`src/rtl/cache_refill_mem.sv`:
```
// Backing memory behind the set-associative cache: one miss-fill request at a time, answered after LATENCY cycles.
// Define CACHE_REFILL_MEM_WRITE_EN to add req_we/req_wdata, which turn a request into a write that is acknowledged with the written word.
module cache_refill_mem #(
    parameter int ADDR_W        = 8,
    parameter int DATA_W        = 8,
    parameter int LATENCY       = 3,
    parameter int INIT_IDENTITY = 1
) (
    input  logic              clk,
    input  logic              rst,
    input  logic              req_valid,
    input  logic [ADDR_W-1:0] req_addr,
`ifdef CACHE_REFILL_MEM_WRITE_EN
    input  logic              req_we,
    input  logic [DATA_W-1:0] req_wdata,
`endif
    output logic              req_ready,
    output logic              resp_valid,
    output logic [DATA_W-1:0] resp_data,
    output logic [ADDR_W-1:0] resp_addr,
    output logic              busy
);
    localparam int DEPTH = 2 ** ADDR_W;
    localparam logic [3:0] CNT_INIT = 4'(LATENCY - 1);

    typedef enum logic [1:0] {IDLE, WAIT, RESP} state_t;

    state_t            state;
    logic [3:0]        cnt;
    logic [ADDR_W-1:0] addr_q;
    logic [DATA_W-1:0] rd_word;

    function automatic logic [DATA_W-1:0] init_word(input logic [ADDR_W-1:0] a);
        return (INIT_IDENTITY != 0) ? DATA_W'(a) : '0;
    endfunction

`ifdef CACHE_REFILL_MEM_WRITE_EN
    // Unwritten words fall back to the power-up image, so only writes need storage state.
    logic [DATA_W-1:0] mem [DEPTH];
    logic [DEPTH-1:0]  written = '0;

    always_ff @(posedge clk) begin
        if (rst && state == IDLE && req_valid && req_we) begin
            mem[req_addr]     <= req_wdata;
            written[req_addr] <= 1'b1;
        end
    end

    assign rd_word = written[addr_q] ? mem[addr_q] : init_word(addr_q);
`else
    assign rd_word = init_word(addr_q);
`endif

    always_ff @(posedge clk) begin
        if (!rst) begin
            state      <= IDLE;
            cnt        <= '0;
            addr_q     <= '0;
            resp_valid <= 1'b0;
            resp_data  <= '0;
            resp_addr  <= '0;
            req_ready  <= 1'b1;
            busy       <= 1'b0;
        end else begin
            case (state)
                IDLE: begin
                    if (req_valid) begin
                        addr_q    <= req_addr;
                        cnt       <= CNT_INIT;
                        state     <= WAIT;
                        req_ready <= 1'b0;
                        busy      <= 1'b1;
                    end
                end
                WAIT: begin
                    if (cnt != 4'd0) begin
                        cnt <= cnt - 4'd1;
                    end else begin
                        resp_data  <= rd_word;
                        resp_addr  <= addr_q;
                        resp_valid <= 1'b1;
                        state      <= RESP;
                    end
                end
                RESP: begin
                    resp_valid <= 1'b0;
                    req_ready  <= 1'b1;
                    busy       <= 1'b0;
                    state      <= IDLE;
                end
                default: begin
                    state      <= IDLE;
                    resp_valid <= 1'b0;
                    req_ready  <= 1'b1;
                    busy       <= 1'b0;
                end
            endcase
        end
    end
endmodule

```
`config.mk`:
```
export PLATFORM = sky130hd
export DESIGN_NAME = cache_refill_mem
export DESIGN_NICKNAME = d
export VERILOG_FILES = /design/src/rtl/cache_refill_mem.sv
export SDC_FILE = /design/constraint.sdc
export NUM_CORES = 1
export LEC_CHECK = 0
export BUFFER_PORTS_ARGS = -buffer_cell sky130_fd_sc_hd__buf_2
export CELL_PAD_IN_SITES_DETAIL_PLACEMENT = 1
export CELL_PAD_IN_SITES_GLOBAL_PLACEMENT = 2
export CORE_MARGIN = 3
export CORE_UTILIZATION = 27
export DETAILED_ROUTE_END_ITERATION = 8
export HOLD_SLACK_MARGIN = 0.08
export PLACE_DENSITY = 0.75
export SKIP_LAST_GASP = 1
export SYNTH_ARGS = -nofsm -noshare
export SYNTH_HDL_FRONTEND = slang
export SYNTH_SLANG_ARGS = --single-unit
```
`constraint.sdc`:
```
create_clock -name clk -period 1.5 [get_ports clk]
set_input_delay 0 -clock clk [delete_from_list [all_inputs] [get_ports clk]]
set_output_delay 0 -clock clk [all_outputs]
set_load 0.02 [all_outputs]
```
==> results.json <==
{
  "status": "complete, no violations",
  "grtUsageMet3": 0.0241,
  "antenna_cells": 0,
  "syn_inst": 128,
  "final-hold-violation-count": 0,
  "peakVddDrop_v": 0.000372,
  "htree_levels": 1,
  "cts-root-buf": "clkbuf_8",
  "multi_input_area_um2": 510,
  "synth_area_leaders": "dfxtp_1 (44%), a21oi_1 (8.3%), buf_4 (5.9%)",
  "slew-limit-headroom": 0.707,
  "ios": 30,
  "fillers": 503,
  "synth_nets": 141,
  "synth_seq_cells": 25,
  "critPathKind": "reg2reg",
  "synth_flop_cell": "dfxtp_1",
  "drtIter0Drc": 14,
  "synth_area_per_cell_um2": 8.91,
  "reg2reg_depth": 6,
  "post-route-period-util": 0.958,
  "dieWidth_um": 71.0,
  "die_h_um": 71.0,
  "synth.mux.area_fraction": 0.00877,
  "drc": 0,
  "arrival_ns": 1.66,
  "synth-compound-area-share": 0.200,
  "powerDensity_nw_per_um2": 1200,
  "setup_slack_ns": 0.0636,
  "leakagePower_nw": 0.637,
  "worstSkewPairLatency_ns": 0.27,
  "skew_ns": 0.00262,
  "grtUsageMet2": 0.207,
  "coreArea_um2": 4030,
  "report.final.slew_viol_count": 0,
  "wl_per_cell_um": 14.0,
  "async_flop_share": 0,
  "syn2layout_area_growth_pct": 28.1,
  "vias_per_cell": 4.69,
  "synth-edff-count": 0,
  "r2r_start": "cnt[1]",
  "crit_start": "cnt[1]",
  "cts_made_buffers": 3,
  "cts_sinks": 25,
  "top_usage_layer": "met2",
  "synth-seq-area-share": 0.439,
  "tritoncts": "built",
  "min_to": "addr_q[7]",
  "rrSetupSlack_ns": 0.06,
  "seq_area_um2": 504,
  "start_util": 0.283,
  "synth_cell_types": 30,
  "dpl.hpwl_um": 2160,
  "worst_pin_slew_ns": 0.439,
  "stdcell_count": 214,
  "crit_required_ns": 1.72,
  "stdcell_area_um2": 1460,
  "rows": 23,
  "power_mw": 1.76,
  "ant_nets": 0,
  "first_global_vias": 1080,
  "startpoint_type": "flop",
  "fmax_mhz": 696,
  "layout-drive-gt1-share": 0.323,
  "clk_pin_slew_ns": 0.09,
  "clk_path_buf_depth": 2,
  "critPathCaptureType": "flop",
  "port_buffers": 29,
  "grtUsageTotal": 0.126,
  "dr.pass1.iters": 4,
  "nNetsFinal": 178,
  "routed_wl_um": 3000,
  "die-area_um2": 5040,
  "grt_pass1_wl_um": 5040,
  "yosysWarningCount": 0,
  "gr-total-overflow": 0,
  "antenna_found_initial": 0,
  "vias": 1004,
  "dpl_cell_area_um2": 1280,
  "setup_violations": 0,
  "min_path_type": "reg2reg",
  "synth_top_cell_by_area": "dfxtp_1",
  "hold_path_depth": 2,
  "fin_crit_ns": 1.44,
  "grt_max_degree": 16,
  "synth_top_area_share": 0.439,
  "drv_cap": 0,
  "synth_simple_gate_area_frac": 0.202,
  "rsz0062_at_grt": "yes",
  "numPlacedInstances": 198,
  "hold_ws_ns": 0.470,
  "r2r-end": "cnt[2]",
  "synthXorXnorAreaFrac": 0,
  "path_max_fanout": 4,
  "gp_congestion": 0.729,
  "preCtsSetupSlack_ns": -0.0716,
  "synth_top_family_by_area": "simple AND/OR/NAND/NOR gates",
  "worstHoldStart": "addr_q[7]",
  "synth_fa_ha_area_frac": 0.0219,
  "grt.met1_usage": 0.158,
  "synthesis.area_um2": 1140
}
[per-stage QoR]
stage,TNS (ns),util
3_5_place_dp,-0.142,0.317
5_1_grt,-0.0172,0.363
3_3_place_gp,-0.00192,0.317
6_report,0,0.363
2_1_floorplan,0,-
4_1_cts,0,0.357
[how the worst max path moves through the flow]
stage	to	slack, ns
6_report	cnt[2]	0.06
5_1_grt	cnt[2]	-0.02
4_1_cts	resp_addr[7]	0.01
3_5_place_dp	cnt[1]	-0.07
3_3_place_gp	cnt[1]	-0.002
2_1_floorplan	cnt[1]	0.11
[layer usage]
layer  part of all wire  vias up
met3              0.044        9
met2               0.48       27
li1                   -      502
met5                  0        -
met4              0.024        0
met1               0.45      466
[registers in the layout, summed over array words and instances, names as in the netlist]
name        cells
addr_q          8
busy            1
cnt             4
req_ready       1
resp_addr       8
resp_valid      1
state           2
[kinds of logic after synthesis]
| family | Yosys count |
|---|---|
| adder cells (fa/ha/maj) | 2 |
| flip-flops | 25 |
| AO/OA/AOI/OAI | 36 |
| AND/OR/NAND/NOR | 42 |
| buffers and inverters | 22 |
| multiplexers | 1 |
[cells in the mapped netlist (4+ instances only)]
cell and number:
a21oi_1 19, buf_4 9, buf_6 4, dfxtp_1 25, inv_1 6, nand2_1 18, nand3_1 11, o21ai_0 4
o21ai_1 4
[layout make-up]
| class | instances | area share |
|---|---|---|
| sequential | 25 | 0.345 |
| tap | 50 | 0.0428 |
| inverter | 6 | 0.0154 |
| multi-input combinational | 81 | 0.349 |
| clock inverter | 1 | 0.00514 |
| timing repair buffer | 48 | 0.214 |
| clock buffer | 3 | 0.0283 |
[report_power, final]
group	total (mW)	internal (mW)	switching, mW
registers	0.804	0.730	0.0744
logic	0.540	0.250	0.291
clock network	0.415	0.189	0.226
[worst max-delay path: stages (launching register included)]
cell       delay (ns)
dfxtp_2          0.34
inv_1            0.06
ha_2             0.17
nor3b_4          0.16
buf_4            0.16
a2111oi_4        0.32
o211a_1          0.18
[cells in the final DEF (no fill, tap or decap)]
| cell type | n |
|---|---|
| dfxtp_2 | 3 |
| and2_1 | 1 |
| or3b_4 | 1 |
| o21bai_2 | 1 |
| nor2b_1 | 2 |
| a31oi_1 | 1 |
| nand2_1 | 18 |
| nor3b_2 | 1 |
| ha_1 | 1 |
| a2111o_1 | 1 |
| nor3b_4 | 1 |
| o211a_1 | 2 |
| ha_2 | 1 |
| nor2_1 | 1 |
| o21ai_1 | 4 |
| a211oi_2 | 1 |
| buf_2 | 29 |
| or3b_1 | 1 |
| or3_1 | 2 |
| a21oi_1 | 19 |
| o21a_1 | 1 |
| clkinvlp_4 | 1 |
| buf_4 | 9 |
| dfxtp_1 | 22 |
| a2111oi_4 | 1 |
| nand2b_4 | 1 |
| nand3_1 | 11 |
| a211o_1 | 1 |
| inv_1 | 6 |
| nor3_1 | 2 |
| mux2i_1 | 1 |
| clkbuf_8 | 3 |
| dlygate4sd3_1 | 10 |
| o21ai_0 | 4 |
[repair_timing]
item                                   in CTS  in global routing
setup endpoints to repair                   6                 18
gates resized for setup                     0                  6
pin swaps                                   0                  1
endpoints found under the hold margin      13                  0
hold buffers                               10                  0
setup buffers                               2                  0
cloned                                      0                  0
Power figures use the tool's default switching activity.
